==> config.mk <==
export PLATFORM = sky130hd
export DESIGN_NAME = shift_transmitter
export DESIGN_NICKNAME = d
export VERILOG_FILES = /design/src/rtl/shift_transmitter.sv
export SDC_FILE = /design/constraint.sdc
export NUM_CORES = 1
export LEC_CHECK = 0
export CORE_ASPECT_RATIO = 1.4
export CORE_MARGIN = 3
export CORE_UTILIZATION = 55
export CTS_CLUSTER_DIAMETER = 60
export DETAILED_ROUTE_END_ITERATION = 6
export DONT_BUFFER_PORTS = 1
export PLACE_DENSITY_LB_ADDON = 0.3
export SYNTH_ARGS = -nofsm -noshare
export SYNTH_HDL_FRONTEND = slang
export SYNTH_SLANG_ARGS = --single-unit
==> constraint.sdc <==
create_clock -name clk -period 1.96 [get_ports clk]
set_input_delay 0.392 -clock clk [delete_from_list [all_inputs] [get_ports clk]]
set_output_delay 0.392 -clock clk [all_outputs]
set_load 0.01 [all_outputs]
==> src/rtl/shift_transmitter.sv <==
// -----------------------------------------------------------------------------
// shift_transmitter
//
// Parallel-to-serial transmitter. A DATA_WIDTH-bit word is taken over a
// valid/ready handshake and sent one bit per cycle on ser_out. The consumer
// can stall the stream with ser_hold. A word may be dropped at any time with
// abort.
//
// Parameters
//   DATA_WIDTH : word width in bits (>= 2)
//   MSB_FIRST  : 1 sends bit DATA_WIDTH-1 first, 0 sends bit 0 first
//
// Ports
//   clk       : clock, all state changes on the rising edge
//   rst       : synchronous active-high reset
//   in_valid  : producer presents a word on in
//   in_ready  : block accepts a word this cycle
//   in        : parallel word, sampled when in_valid && in_ready
//   abort     : drop the current word and return to IDLE
//   ser_hold  : consumer stall, freezes the serial output
//   ser_out   : current serial bit
//   ser_valid : ser_out carries a valid data bit
//   ser_first : ser_out is the first bit of a word
//   busy      : a word is in flight
//   done      : the last bit of a word is consumed this cycle
//   state_dbg : current FSM state (0 = IDLE, 1 = SHIFT)
//
// Handshake: a word transfers on a rising edge where in_valid && in_ready are
// both high. in_ready never depends on in_valid. in_valid may be raised or
// dropped at will, and in is ignored in every cycle without a transfer. On the
// serial side a bit is consumed in every cycle with ser_valid && !ser_hold.
// -----------------------------------------------------------------------------
module shift_transmitter #(
    parameter int DATA_WIDTH = 16,
    parameter bit MSB_FIRST  = 1'b1
) (
    input  logic                  clk,
    input  logic                  rst,
    input  logic                  in_valid,
    output logic                  in_ready,
    input  logic [DATA_WIDTH-1:0] in,
    input  logic                  abort,
    input  logic                  ser_hold,
    output logic                  ser_out,
    output logic                  ser_valid,
    output logic                  ser_first,
    output logic                  busy,
    output logic                  done,
    output logic [0:0]            state_dbg
);

    localparam int CW = (DATA_WIDTH > 2) ? $clog2(DATA_WIDTH) : 1;
    localparam logic [CW-1:0] CNT_FIRST = CW'(DATA_WIDTH - 1);

    localparam logic [0:0] IDLE  = 1'b0;
    localparam logic [0:0] SHIFT = 1'b1;

    logic [0:0]            state;
    logic [DATA_WIDTH-1:0] sh;
    logic [CW-1:0]         cnt;     // bits still to send, minus one

    logic                  take;
    logic                  last_take;
    logic                  accept;
    logic [DATA_WIDTH-1:0] sh_next;

    // A bit leaves the register in every unstalled SHIFT cycle.
    assign take      = (state == SHIFT) && !ser_hold;
    assign last_take = take && (cnt == '0);

    // Ready in IDLE, or while the final bit is taken so that the next word
    // follows without a gap cycle. abort and rst both block acceptance.
    assign in_ready  = !rst && !abort && ((state == IDLE) || last_take);
    assign accept    = in_valid && in_ready;

    assign ser_out   = MSB_FIRST ? sh[DATA_WIDTH-1] : sh[0];
    assign ser_valid = (state == SHIFT);
    assign busy      = (state == SHIFT);
    assign ser_first = (state == SHIFT) && (cnt == CNT_FIRST);
    // A word cut short by rst or abort never signals completion.
    assign done      = last_take && !abort && !rst;
    assign state_dbg = state;

    // Zero-filled shift toward the bit that is sent next.
    always_comb begin
        sh_next = '0;
        if (MSB_FIRST) begin
            sh_next = sh << 1;
        end else begin
            sh_next = sh >> 1;
        end
    end

    always_ff @(posedge clk) begin
        if (rst) begin
            state <= IDLE;
            sh    <= '0;
            cnt   <= '0;
        end else if (abort) begin
            state <= IDLE;
            sh    <= '0;
            cnt   <= '0;
        end else if (accept) begin
            // Covers both a load from IDLE and a reload on the final take.
            state <= SHIFT;
            sh    <= in;
            cnt   <= CNT_FIRST;
        end else if (take) begin
            if (cnt == '0) begin
                state <= IDLE;
                sh    <= '0;
            end else begin
                sh  <= sh_next;
                cnt <= cnt - 1'b1;
            end
        end
    end

endmodule
**After elaboration in Yosys (flattened, before gate mapping)**

Index checks and enable logic that the tools add are counted.

- Latch bits: 0
- Memories: 0
- Memory bits (read-only): 0
- Input bits: 21
- Word-level logic and storage cells: 34
- Memory bits (writable): 0
- Register bits after elaboration: 21

- Reduce and logical (&&, ||, !) cells: 18
- Bitwise operators: 1
- Muxes and demuxes: 9
- Shift operators: 0
- Magnitude comparators: 0
- $add $sub $neg: 1
- Div/mod/pow operators: 0
- Multipliers: 0
- Eq/ne operators: 2

Operators with widths:

| kind | count |
|---|---|
| $mux 16 | 3 |
| $mux 4 | 3 |
| $logic_and 1x1->1 | 8 |
| $eq 4x4->1 const B | 1 |
| $logic_not 4->1 | 1 |
| $reduce_and 2->1 | 2 |
| $reduce_bool 2->1 | 2 |
| $sub 4x1->4 const B | 1 |
| $logic_not 1->1 | 3 |
| $mux 1 | 3 |
| $ne 2x2->1 const B | 1 |
| $reduce_or 2->1 | 1 |
| $logic_or 1x1->1 | 1 |
| $not 1->1 | 1 |

**Logic depth before layout (Yosys ltp)**

- Depth in word-level cells: 8
- Mapped depth: 7
- Gate-level depth less buffers: 5

**Worst setup path before layout**

OpenSTA, ideal clock, no wires.

- Kind: register to output
- From: register cnt[0]
- To: output port done
- Slack: 0.091 ns
- Buffers on the path: 2
- Stages on the path, launching flop included: 7
- Data arrival time: 1.477 ns
- Cells stage by stage: dfxtp_1 inv_1 ha_1 or3b_1 buf_2 buf_6 nor3_1

- Longest elaborated chain between the ends: 4

RTL lines:

| what | line | text |
|---|---|---|
| start: declaration | 60 | `logic [CW-1:0] cnt;` |
| start signal: assignment | 114 | `cnt <= cnt - 1'b1;` |
| $logic_not 4->1 | 69 | `assign last_take = take && (cnt == '0);` |
| $logic_and 1x1->1 | 69 |  |
| $logic_and 1x1->1 (2 in a row) | 81 | `assign done = last_take && !abort && !rst;` |
| end: declaration | 48 | `output logic done,` |

Every way passes these cells.

**Final worst setup path**

- From: register cnt[0]
- To: output port in_ready

- Longest elaborated chain between the ends: 4

RTL lines:

| what | line | text |
|---|---|---|
| $logic_not 4->1 | 69 |  |
| $logic_and 1x1->1 | 69 |  |
| $logic_or 1x1->1 | 73 | `assign in_ready = !rst && !abort && ((state == IDLE) \|\| last_take);` |
| $logic_and 1x1->1 | 73 |  |
| end: declaration | 40 | `output logic in_ready,` |

Every way passes these cells.

==> metrics.txt <==
outcome=complete, but fails checks; failing checks=setup timing; Pwr Total=0.825 mW; fillers=140; area leader, netlist=dfxtp_1; clk buf depth=2; R2R setup slack=0.12 ns; Worst path top cell family by delay=simple AND/OR/NAND/NOR gates; nets=129; Setup crit end=in_ready; Final ANT Viol Nets=0; CP max stage cell=or4b_4; hpwl dp=1360 um; internal power=0.601 mW; Cell Chain, Critical Path=inv_2, ha_4, or4b_4, and2_4, nor2_4; clk_lat worst skew=0.32 ns; area share of the largest cell type after synthesis=0.396; share of layout cells above drive strength 1=0.400; Setup TNS Final=-0.0548 ns; Clock Root Buffer=clkbuf_4; maximum clock frequency=0.496 GHz; DP Worst Slack=0.0485 ns; Critical Path Max Stage Delay=0.47 ns; Clock transition at path regs=0.12 ns; placed cells=112; core area=1800 sq um; Max VDD drop=444 uV; Critical Path Source Type=register; vias in the first global route=886; Met2 Wirelength=1130 um; detailed-route vias per instance=6.66; Die Y=58 um; Post-Layout Inst Area=1200 sq um; sequential share of the synthesized area=0.396; WP depth=5; DR DRC count=0; final period utilization=1.03; CTS Buf Count=3; crit end category=primary output; hold-critical path depth=1; placed inst area=1080 sq um; Fin Hold WS=0.200 ns; # port buffers=0; hold buffers post-CTS=0; setup slack after layout=-0.0548 ns; ys flop type=dfxtp_1; syn nets=120; sw frac=0.271; Buf/Inv on CP=1; IO Count=28; top metal layer carrying routed signals=met4; gr usage total=0.199; WP data required=1.57 ns; post-DR wirelength/cell=18.4 um; Critical Path AT=1.62 ns; Mapped Avg Cell Area=11.0 sq um; htree depth=1; RSZ-0062 raised after global routing=yes; routed wire length=2300 um; remaining global-route overflow=0; global placer's final weighted congestion=0.877; Slew Viols, Final=0; Setup violations, final=1; Worst R2R Path Depth=8; Reg power frac=0.556; Max Cap Viol=0; Slew headroom=0.590; Reg-to-Reg Start=cnt[0]; critical path type=reg2out; met1 WL=991 um; Worst Path Max Fanout=4; Hold Crit Class=in2reg; pwr/cell area=684 nW/um^2; Initial DRT Pass Iterations=4; Cell variety after synth=39; first-pass GRT wire length=3800 um; Worst Setup SP=cnt[0]; ys async rst share=0; leakage=0.483 nW; DRT iter0 DRCs=12; Comb pwr share=0.185; count of warnings emitted by yosys=0; fin util=0.669; RR Endpoint=sh[12]; # rows=18; initial antenna violation count=0; Psw=0.223 mW; met3 WL=118 um; Die ar.=2500 sq um; largest net degree at the start of global routing=21; antenna cells=0; area grow syn2layout=13.4%; initial core utilization=0.590; CTS tree=yes; EDFF count, synth=0; top cells by area, synth=dfxtp_1 (40%), a221o_1 (11%), and4_1 (9.9%); detailed-route via count=833; Fin Clk Skew=0.00502 ns; Netlist Area Pre-Place=1060 sq um; non-filler cells, final=125; Seq cells post-synth=21; Die X=43.1 um; clock sink total=21; final critical-path required period=2.01 ns; Slew @ Worst Pin=0.613 ns; final hold vios=0; Clk pwr share=0.260; cells after synthesis=97
final cells by class:
| cell class | instances | area [sq um] | share of cell area |
|---|---|---|---|
| repair buffers | 14 | 130 | 0.108 |
| clock buffers | 3 | 22.5 | 0.0187 |
| inverters | 2 | 7.51 | 0.00623 |
| flip-flops and latches | 21 | 423 | 0.351 |
| well taps | 20 | 25.0 | 0.0208 |
| clock inverters | 1 | 5.00 | 0.00415 |
| multi-input cells | 64 | 592 | 0.491 |
routing by layer:
metal,vias to the layer above,GRT usage
met5,-,0
met4,0,0.103
met3,6,0.0435
met2,26,0.340
met1,391,0.228
li1,410,-
logic make-up (layout without fill, tap and decap cells):
family | count (synthesis) | in the layout | synth area share
AO/OA/AOI/OAI | 23 | 23 | 0.211
adder cells (fa/ha/maj) | 2 | 2 | 0.0236
buffers and inverters | 12 | 20 | 0.0754
flip-flops | 21 | 21 | 0.396
multiplexers | 1 | 1 | 0.00942
AND/OR/NAND/NOR | 38 | 38 | 0.285
placed cells by master (no fill, tap or decap), types with 2 or more instances in the layout:
cell,instances
a221o_1,12
a221o_2,3
and4_1,12
and4_2,5
buf_12,2
buf_4,12
clkbuf_4,3
dfxtp_1,19
dfxtp_2,2
inv_2,2
nor2_1,2
how the worst min path moves through the flow:
| stage | start | end | slack (ns) |
|---|---|---|---|
| global route | in_valid | busy | 0.19 |
| floorplan | sh[0] | sh[0] | 0.43 |
| finish | in[0] | sh[0] | 0.20 |
| CTS | in[0] | sh[0] | 0.20 |
| global placement | sh[0] | sh[0] | 0.45 |
| detailed placement | sh[0] | sh[0] | 0.45 |
power by group through the flow:
stage / clock, mW / sequential [mW] / combinational (mW)
after detailed placement: 0 / 0.467 / 0.114
after floorplan: 0 / 0.466 / 0.0894
final: 0.214 / 0.458 / 0.152
after CTS: 0.218 / 0.458 / 0.131
after global routing: 0.234 / 0.460 / 0.165
after global placement: 0 / 0.467 / 0.112
synth_stat cells (2+ instances only):
cell / n
dfxtp_1: 21
a221o_1: 12
and4_1: 12
and4_2: 5
a221o_2: 3
clkbuf_1: 3
nor2_1: 3
buf_2: 2
buf_4: 2
buf_6: 2
ha_1: 2
inv_1: 2
nor3_1: 2
state kept, by name, indices dropped and copies added (netlist names):
name  flops
sh       16
cnt       4
busy      1
timing repair:
| item | in CTS | in global routing |
|---|---|---|
| buffers inserted | 4 | 5 |
| endpoints found under the setup margin | 2 | 2 |
| endpoints found under the hold margin | 0 | 0 |
| pin swaps | 3 | 3 |
| gates resized for setup | 9 | 2 |
Note: power is estimated with default switching activity, not from simulation.
